$ cat src/rtl/manual_param_sequencer.sv
// manual_param_sequencer: debounced inc/dec/select keys editing N_PARAM saturated parameter registers
module manual_param_sequencer #(
  parameter int N_PARAM = 4,
  parameter int N_BIT = 8,
  parameter int STEP = 1,
  parameter int VMIN = 0,
  parameter int VMAX = 255,
  parameter int RST_VAL = 0,
  parameter int DEB_CYC = 50000,
  parameter int HOLD_CYC = 25000000,
  parameter int REP_CYC = 5000000,
  localparam int SEL_W = N_PARAM > 2 ? $clog2(N_PARAM) : 1
) (
  input  logic                     i_CLK,
  input  logic                     i_RST,
  input  logic                     i_inc_btn,
  input  logic                     i_dec_btn,
  input  logic                     i_sel_btn,
  input  logic                     i_lock,
  output logic [SEL_W-1:0]         o_sel,
  output logic [N_BIT-1:0]         o_cur,
  output logic [N_PARAM*N_BIT-1:0] o_values,
  output logic                     o_upd,
  output logic [SEL_W-1:0]         o_upd_idx
);
  localparam int DW = $clog2(DEB_CYC + 1);
  localparam int CMAX = HOLD_CYC > REP_CYC ? HOLD_CYC : REP_CYC;
  localparam int CW = $clog2(CMAX + 1);
  localparam logic [N_BIT:0] LO = (N_BIT+1)'(VMIN);
  localparam logic [N_BIT:0] HI = (N_BIT+1)'(VMAX);
  localparam logic [N_BIT:0] ST = (N_BIT+1)'(STEP);
  typedef enum logic [1:0] {IDLE, HOLD, REPEAT} state_t;
  state_t state, state_n;
  logic [2:0] sync1, sync2, deb, deb_q, prs;
  logic [DW-1:0] dcnt [3];
  logic [CW-1:0] cnt, cnt_n;
  logic dir, dir_n, step, adv, wr, key_up, opp_dn;
  logic [N_BIT-1:0] vals [N_PARAM];
  logic [N_BIT:0] cur_w, up, dn, nv;
  // key bits: 0 = inc, 1 = dec, 2 = sel; all active-low
  always_ff @(posedge i_CLK or negedge i_RST)
    if (!i_RST) begin
      sync1 <= '1;
      sync2 <= '1;
      deb <= '1;
      deb_q <= '1;
      dcnt <= '{default: '0};
    end else begin
      sync1 <= {i_sel_btn, i_dec_btn, i_inc_btn};
      sync2 <= sync1;
      deb_q <= deb;
      for (int i = 0; i < 3; i++)
        if (sync2[i] == deb[i]) dcnt[i] <= '0;
        else if (dcnt[i] == DW'(DEB_CYC - 1)) begin
          dcnt[i] <= '0;
          deb[i] <= sync2[i];
        end else dcnt[i] <= dcnt[i] + 1'b1;
    end
  assign prs = deb_q & ~deb;
  assign key_up = dir ? deb[0] : deb[1];
  assign opp_dn = dir ? ~deb[1] : ~deb[0];
  always_comb begin
    state_n = state;
    cnt_n = cnt + 1'b1;
    dir_n = dir;
    step = 1'b0;
    adv = 1'b0;
    if (state == IDLE) begin
      cnt_n = '0;
      if ((prs[0] & deb[1]) | (prs[1] & deb[0])) begin
        state_n = HOLD;
        dir_n = prs[0];
        step = 1'b1;
      end else adv = prs[2] & ~prs[0] & ~prs[1];
    end else if (key_up | opp_dn) begin
      state_n = IDLE;
      cnt_n = '0;
    end else if (cnt == (state == HOLD ? CW'(HOLD_CYC - 1) : CW'(REP_CYC - 1))) begin
      state_n = REPEAT;
      cnt_n = '0;
      step = 1'b1;
    end
  end
  // saturating arithmetic one bit wider than the parameter so it never wraps
  assign cur_w = {1'b0, vals[o_sel]};
  assign up = cur_w + ST > HI ? HI : cur_w + ST;
  assign dn = cur_w >= LO + ST ? cur_w - ST : LO;
  assign nv = dir_n ? up : dn;
  assign wr = step & ~i_lock & (nv != cur_w);
  always_ff @(posedge i_CLK or negedge i_RST)
    if (!i_RST) begin
      state <= IDLE;
      cnt <= '0;
      dir <= 1'b0;
      o_sel <= '0;
      o_upd <= 1'b0;
      o_upd_idx <= '0;
      vals <= '{default: N_BIT'(RST_VAL)};
    end else begin
      state <= state_n;
      cnt <= cnt_n;
      dir <= dir_n;
      o_upd <= wr;
      if (adv) o_sel <= o_sel == SEL_W'(N_PARAM - 1) ? '0 : o_sel + 1'b1;
      if (wr) begin
        vals[o_sel] <= nv[N_BIT-1:0];
        o_upd_idx <= o_sel;
      end
    end
  assign o_cur = vals[o_sel];
  for (genvar k = 0; k < N_PARAM; k++) begin : g_out
    assign o_values[k*N_BIT +: N_BIT] = vals[k];
  end
endmodule
$ cat config.mk
export PLATFORM = sky130hd
export DESIGN_NAME = manual_param_sequencer
export DESIGN_NICKNAME = d
export VERILOG_FILES = /design/src/rtl/manual_param_sequencer.sv
export SDC_FILE = /design/constraint.sdc
export NUM_CORES = 1
export LEC_CHECK = 0
export ABC_AREA = 1
export BUFFER_PORTS_ARGS = -buffer_cell sky130_fd_sc_hd__buf_2
export CAP_MARGIN = 20
export CORE_UTILIZATION = 45
export DETAILED_ROUTE_END_ITERATION = 8
export PLACE_DENSITY = 0.67
export SLEW_MARGIN = 20
export SYNTH_ARGS = -nofsm -noshare
export SYNTH_HDL_FRONTEND = slang
export SYNTH_SLANG_ARGS = --single-unit
export TNS_END_PERCENT = 30
$ cat constraint.sdc
create_clock -name i_CLK -period 5.7 [get_ports i_CLK]
set_clock_uncertainty 0.1 [all_clocks]
set_input_delay 0.285 -clock i_CLK [delete_from_list [all_inputs] [get_ports i_CLK]]
set_output_delay 0.285 -clock i_CLK [all_outputs]
set_load 0.03 [all_outputs]
# == Word level (Yosys, flattened, before mapping) ==
# Index checks and enable logic that the tools add are counted.
# totals
wordCells,101
reg_bits,125
output_inout_bits,45
# op_classes
n_addsub,7
muxes,34
n_reduce_logical,7
bitwise,19
order_cmp,4
eq_ne,11
# ops
operator,n
$mux 25,4
$mux 16,6
$add 16x1->16 const B,3
$eq 16x16->1 const B,3
$bwmux 32,1
$mux 9,3
$add 25x1->25 const B,1
$eq 25x25->1,1
$mux 8,3
$bmux 8 s2,1
$demux 8 s2,1
$mux 1,10
$mux 2,5
$add 8x1->9 const B,1
$gt 9x8->1 const B,1
$ne 9x8->1,1
$sub 8x1->9 const B,1
$ge 8x1->1 const B,1
$not 1->1,8
$reduce_and 2->1,4
$and 1x1->1,6
$and 3x3->3,1
$eq 1x1->1,3
$ge 3x3->1 const B,1
11 further kinds,12

# == Depth between registers and ports, before layout ==
# Gate-level depths: netlist of run 1.
# logic_depth
depth_word,10
mapped_depth,22

# == Least setup slack after synthesis of run 1 ==
# No wires, ideal clock.
# synth_path
kind,reg-to-reg
startpoint,register o_sel[0]
endpoint,"register vals, in the netlist o_values[26]"
setup_ps,118
path_slack_ps,2711
synth_period_minus_slack_ps,2989
path_buffers,3
t_arrival_ps,2771
stages_incl_launch_ff,18
path_cell_list,dfrtp_1 > buf_6 > buf_4 > nand2_1 > nand2_1 > nand2_1 > nand2_1 > ha_1 > nand3_1 > nor2_2 > nand3_2 > nor2_2 > nand2_1 > a21boi_2 > nand2_4 > buf_6 > nand4_1 > nand2_1
# synth_between
elab_chain_cells,10
# synth_lines
item,line,rtl
start: declaration,20,"output logic [SEL_W-1:0] o_sel,"
start signal: assignment,104,if (adv) o_sel <= o_sel == SEL_W'(N_PARAM - 1) ? '0 : o_sel + 1'b1;
$not 2->3 *,n/a,
$bmux 8 s2 *,n/a,
$mux 8 * (2 in series),n/a,
via o_cur[1],21,"output logic [N_BIT-1:0] o_cur,"
$add 8x1->9,86,assign up = cur_w + ST > HI ? HI : cur_w + ST;
$gt 9x8->1,86,
$mux 9,86,
$mux 9,88,assign nv = dir_n ? up : dn;
$ne 9x8->1,89,assign wr = step & ~i_lock & (nv != cur_w);
$and 1x1->1,89,
end signal: indexed assignment,106,vals[o_sel] <= nv[N_BIT-1:0];
end: declaration,38,logic [N_BIT-1:0] vals [N_PARAM];
# Mark *: on every way through the listed nets, which the timed path passes. The rest lies on a longest branch. The select of a mux whose other input is x is not followed.
# A chain may end at the register's enable or synchronous reset.

# == Worst setup path in the final report of run 1 ==
# layout_path
startpoint,register o_sel[0]
endpoint,"register vals, in the netlist o_values[11]"
# layout_between
elab_chain_cells,10
# layout_lines
item,line,rtl
$not 2->3 (not written as such) *,"85, 106",
$bmux 8 s2,85,"assign cur_w = {1'b0, vals[o_sel]};"
$mux 8 (not written as such) (2 in series),85,
$add 8x1->9,86,
$gt 9x8->1,86,
$mux 9,86,
$mux 9,88,
$ne 9x8->1,89,
$and 1x1->1,89,
# Mark *: on every way between the ends. The rest lies on a longest branch, timed or not. The select of a mux whose other input is x is not followed.

==> results of run 1 <==
## stage by stage
step	utilization (%)	hold WS (ns)	area, um2	power, uW
final	53.3	0.256	7780	2050
after global routing	53.3	0.259	7780	2110
after CTS	53.3	0.256	7780	2070
after detailed placement	48.9	0.203	7130	955
after global placement	48.9	0.204	7130	955
after floorplan	-	-0.111	6760	931
## Yosys cell counts (2+ instances only)
library cell	number	share of area (%)
nand2_1	234	13
dfrtp_1	113	42
nor2_1	103	5.7
inv_1	85	4.7
nand3_1	44	3.3
nand4_1	42	3.9
nor3_1	35	2.6
xor2_1	30	3.9
nor3b_1	22	2.4
o21ai_0	20	1.5
a21oi_1	18	1.3
dfstp_2	12	4.7
ha_1	12	2.2
clkbuf_1	9	0.50
nand3_2	9	1.3
nor4_1	9	0.83
nand2_2	7	0.65
buf_6	6	1.0
xnor2_1	5	0.65
inv_2	4	0.22
mux2_2	3	0.50
nor2_2	3	0.28
o21a_1	3	0.33
o22ai_1	3	0.28
a221oi_1	2	0.26
buf_1	2	0.11
buf_2	2	0.15
clkinv_1	2	0.11
nand2_4	2	0.33
o211ai_1	2	0.22
o21ai_1	2	0.15
## flip-flops by register name (all words and copies together), names as in the netlist, 2 cells and up
register	cells
sync1	3
state	2
deb_q	3
cnt	25
o_upd_idx	2
deb	3
sync2	3
dcnt	48
o_values	32
o_sel	2
## cell families after synthesis
kind of cell,Yosys count,share of synthesized area (%)
and+or+nand+nor,513,34.7
AOI/OAI and AO/OA,53,4.59
adders and majority gates,12,2.22
muxes,3,0.500
buffers and inverters,112,6.99
DFF,125,46.5
xor gates and xnor gates,35,4.53
## cells in the final DEF (no fill, tap or decap), types with 7 or more instances in the layout
| master | instances |
|---|---|
| nand2_2 | 7 |
| nor3_1 | 35 |
| o21ai_0 | 20 |
| xor2_1 | 30 |
| ha_1 | 12 |
| nand3_1 | 44 |
| dfstp_2 | 12 |
| clkbuf_16 | 17 |
| nand4_1 | 42 |
| nor4_1 | 9 |
| nor3b_1 | 22 |
| nand3_2 | 9 |
| dfrtp_1 | 113 |
| a21oi_1 | 18 |
| inv_1 | 85 |
| nor2_1 | 103 |
| nand2_1 | 234 |
| buf_2 | 49 |
## layout make-up
type | instances | share of cell area [%]
clock buffer | 19 | 5.69
inverter | 92 | 4.45
multi-input combinational | 616 | 40.4
sequential | 125 | 40.4
timing repair buffer | 55 | 3.91
clock inverter | 13 | 2.15
tap | 184 | 2.96
## worst register-to-register path, stage by stage, from the launching register on
cell,delay (ns)
dfrtp_1,0.76
inv_2,0.32
nand2_1,0.14
nand3_1,0.15
nand2_4,0.19
clkinv_2,0.12
ha_1,0.33
inv_1,0.06
nor2_1,0.09
nand2_1,0.07
nor2_1,0.10
nand3_1,0.10
nor2_1,0.10
nand2_1,0.08
nand3_2,0.08
nand3_2,0.08
nand2_4,0.32
nand3_2,0.26
nand2_1,0.13
nand2_1,0.06
## metal layers
layer	vias up	part of all wire [%]
met5	-	0
met3	22	5.3
met1	2617	48
li1	2885	-
met2	138	45
met4	0	1.6
## timing repair
item / CTS / global route
setup endpoints to repair: 0 / 0
endpoints found under the hold margin: 57 / 0
hold buffers: 4 / 0
## where the power goes
part / switching [uW] / leakage, uW / internal (uW)
Clock: 405 / 0.000282 / 700
Combinational: 27.8 / 0.00170 / 10.1
Sequential: 4.96 / 0.00170 / 897
## worst min path at each step
stage,endpoint,from,cells after the start
after floorplan,cnt[0],i_RST,0
after global placement,dcnt[20],i_RST,1
after detailed placement,dcnt[19],i_RST,1
after CTS,sync2[2],sync1[2],0
after global routing,sync2[2],sync1[2],0
final,sync2[2],sync1[2],0
==> reports/qor.yml, run 1 <==
outcome:
  run_status: "completed"
clocking:
  cts_tree: "yes"
  clock_latency_ns: 0.42
  cts_inserted_buffers: 17
  clockRootBuffer: "clkbuf_16"
  htree_num_levels: 4
  cts_resized: 0
  postCtsSetupRepairBufs: 0
  cts_sinks: 125
  path_clk_slew_ns: 0.06
  clock_path_buffers: 2
detailed_routing:
  wirelength_um: 15400
  viasPerCell: 5.13
  drc_errors: 0
  vias: 5662
  ant_nets: 0
  dr.pass1.iters: 7
  wl_per_cell_um: 13.9
  first_iter_violations: 422
logic_synthesis:
  yosysSeqAreaShare_pct: 46.5
  synth_edf_count: 0
  netlist_area_mm2: 0.00676
  synth_nets: 871
  ys_seq_elements: 125
  async_flop_share_pct: 100
  ys.warnings.count: 0
  syn_area_per_cell_um2: 7.93
  synthCells: 853
  ys_types: 39
  synthFlopType: "dfrtp_1"
timing:
  rsz0062_at_grt: "no"
  slew_headroom_pct: 35.3
  hold_violations: 0
  fmax_mhz: 267
  period_minus_slack_ns: 3.75
  drv_slew: 0
  worst_slack_ns: 1.95
  worst_slew_pin_slew_ns: 0.969
  tns_ns: 0
  setup_viol: 0
  period_share_pct: 65.8
die:
  start_util_pct: 46.3
  fp.dieW_um: 125
  fp.dieH_um: 125
  core_mm2: 0.0146
  die_area_mm2: 0.0155
  core.rowCount: 44
  ioPinCount: 51
cells_and_area:
  final_nets: 925
  stdcell_count: 1104
  multi_input_area_mm2: 0.00315
  seq_area_mm2: 0.00314
  n_fill_cell: 1387
  drive_above_1_share_pct: 13.7
  antenna_cells: 0
  syn2layout_area_growth_pct: 15.1
pwr:
  irDropWorstVdd_uv: 276
  p_leak_uw: 0.00368
  power_density_mw_per_mm2: 263
global_route:
  antenna_found_initial: 0
  grt_max_degree: 66
  met3_usage_pct: 4.85
  grt_use_met1_pct: 29.0
  grt_pass1_wl_um: 26000
  grt_busiest_layer: "met2"
  grtUsageTotal_pct: 20.9
  grt_overflow_total: 0
  met2_usage_pct: 31.8
  grt_pass1_vias: 5353
critical_path:
  path_common_cell: "nand2_1"
  crit_cells: 19
  reg2reg_to: "o_values[11]"
  cp-startpoint: "o_sel[0]"
  crit_type: "flop to flop"
  required_ns: 5.90
  cpLargestDelayFamily: "simple AND/OR/NAND/NOR gates"
  r2r-start: "o_sel[0]"
  crit_path_start_kind: "flop"
  endpoint: "o_values[11]"
  critPathArrivalTime_ns: 3.95
  reg2reg_slack_ns: 1.95
  path_buf_inv: 3
  slowest_stage: "dfrtp_1"
  max_stage_delay_ns: 0.76
  critPathMaxFanout: 37
  cp_cell_sequence: "inv_2 -> nand2_1 -> nand3_1 -> nand2_4 -> clkinv_2 -> ha_1 -> inv_1 -> nor2_1 -> nand2_1 -> nor2_1 -> nand3_1 -> nor2_1 -> nand2_1 -> nand3_2 -> nand3_2 -> nand2_4 -> nand3_2 -> nand2_1 -> nand2_1"
  worstRegToRegCells: 19
  endpoint_kind: "flop"
placement:
  port_buffers: 50
  finalWeightedCongestion: 0.887
  placed_cells: 1068
  dp_slack_ns: 2.05
  dp_hpwl_um: 10700
worst_hold_path:
  hp-class: "flop to flop"
job:
  maxCapViolCount: 0
(Power assumes the default switching activity.)
==> run 2: changes to the inputs <==
clock period = 3.5 ns   (was 5.7 ns; I/O delays follow)
==> reports/qor.yml, run 2 (synthesized netlist as in run 1, its figures left out) <==
timing:
  period_minus_slack_ns: 3.09
  slew_headroom_pct: 41.7
  tns_ns: 0
  drv_slew: 0
  period_share_pct: 88.2
  rsz0062_at_grt: "no"
  hold_violations: 0
  worst_slew_pin_slew_ns: 0.875
  fmax_mhz: 324
  setup_viol: 0
cells_and_area:
  layout_common_cells: "234 x nand2_1, 113 x dfrtp_1, 103 x nor2_1, 85 x inv_1, 49 x buf_2"
  final_common_cell: "nand2_1"
  final_core_util_pct: 54.2
  largest_reg_flops: 48
  antenna_cells: 0
  syn2layout_area_growth_pct: 17.0
  final_nets: 936
  drive_above_1_share_pct: 14.8
  regMostFlops: "dcnt"
outcome:
  run_status: "completed"
global_route:
  grt_overflow_total: 0
  grt_pass1_wl_um: 25800
  grt_max_degree: 97
  grt_pass1_vias: 5367
  antenna_found_initial: 0
  grtUsageTotal_pct: 20.7
clocking:
  htree_num_levels: 4
  path_clk_slew_ns: 0.05
  clockRootBuffer: "clkbuf_16"
  clock_latency_ns: 0.42
  clock_path_buffers: 2
  hold_buffers: 4
  cts_tree: "yes"
  postCtsSetupRepairBufs: 0
  cts_sinks: 125
  cts_inserted_buffers: 17
  cts_resized: 0
die:
  fp.dieH_um: 125
  fp.dieW_um: 125
  core.rowCount: 44
  core_mm2: 0.0146
  die_area_mm2: 0.0155
  start_util_pct: 46.3
  ioPinCount: 51
job:
  maxCapViolCount: 0
placement:
  dp_hpwl_um: 10800
  finalWeightedCongestion: 0.936
  port_buffers: 50
detailed_routing:
  wirelength_um: 15400
  ant_nets: 0
  drc_errors: 0
  vias: 5755
  first_iter_violations: 385
  viasPerCell: 5.16
  wl_per_cell_um: 13.8
  dr.pass1.iters: 6
worst_hold_path:
  hp-class: "input port to flop"
  hold_depth: 6
critical_path:
  max_stage_delay_ns: 0.35
  crit_type: "flop to flop"
  path_common_cell: "nand2_1"
  worstRegToRegCells: 20
  critPathMaxFanout: 28
  cp_cell_sequence: "buf_4 -> nand2_1 -> nand2_1 -> nand2_2 -> nand2_4 -> clkinv_2 -> ha_1 -> inv_1 -> nor2_1 -> nand2_1 -> nor2_1 -> nand3_1 -> nor2_1 -> nand2_1 -> nand3_2 -> nand3_2 -> nand2_4 -> nand3_2 -> nand2_1 -> nand2_1"
  slowest_stage: "dfrtp_1"
  crit_path_start_kind: "flop"
  required_ns: 3.70
  critPathArrivalTime_ns: 3.29
  endpoint_kind: "flop"
pwr:
  irDropWorstVdd_uv: 393
  p_leak_uw: 0.00377
  power_density_mw_per_mm2: 439
==> run 2: changes by cell type in the layout (fill, tap and decap cells not counted), sizes merged <==
cell      before  now
buf           51   62
bufinv         3    5
clkinvlp       5    3
inv           90   89
clkbuf        19   18
clkinv         7    9
==> run 2: metal layers <==
| metal | GRT usage (%) | part of all wire [%] |
|---|---|---|
| met1 | 28.1 | 47 |
| met2 | 31.9 | 45 |
| met3 | 6.10 | 6.4 |
| met4 | 5.81 | 1.6 |
| met5 | 0 | 0 |
==> run 2: critical path, delay by kind of cell, from the launching register on <==
kind,cells,cell delay (ns)
adder cells (fa/ha/maj),1,0.33
buffers and inverters,3,0.43
flip-flops,1,0.35
AND/OR/NAND/NOR,16,1.74
==> run 2: area by class of cell <==
cell class / count / area, um2
Timing Repair Buffer: 66 / 387
Fill cell: 1336 / 6680
Clock buffer: 18 / 439
Multi-Input combinational cell: 616 / 3150
Sequential cell: 125 / 3140
Inverter: 92 / 347
Clock inverter: 14 / 218
Tap cell: 184 / 230
==> run 2: per-stage QoR <==
step | setup WS [ns] | power, uW | cells | area (um2) | hold WS, ns
6_report | 0.414 | 3470 | 1115 | 7910 | 0.209
5_1_grt | 0.142 | 3580 | 1115 | 7910 | 0.236
4_1_cts | 0.454 | 3510 | 1115 | 7910 | 0.194
3_5_place_dp | 0.472 | 1560 | 1079 | 7210 | 0.182
3_3_place_gp | 0.513 | 1560 | 1079 | 7210 | 0.184
2_1_floorplan | 0.511 | 1520 | 853 | 6760 | -0.221
==> run 2: final timing paths <==
| path | from | endpoint | slack [ns] |
|---|---|---|---|
| min in group asynchronous | i_RST | dcnt[19] | 0.31 |
| max in group asynchronous | i_RST | sync2[2] | 2.14 |
| setup reg to reg | o_sel[0] | o_values[9] | 0.41 |
| hold reg to reg | sync1[2] | sync2[2] | 0.26 |
| hold / removal | i_lock | o_values[0] | 0.21 |
| setup / recovery | o_sel[0] | o_values[9] | 0.41 |
==> run 2: power by group <==
part | switching, uW | internal (uW) | total, uW | leakage [uW]
registers | 7.99 | 1460 | 1470 | 0.00170
logic | 45.5 | 16.9 | 62.5 | 0.00176
clock network | 657 | 1280 | 1940 | 0.000312
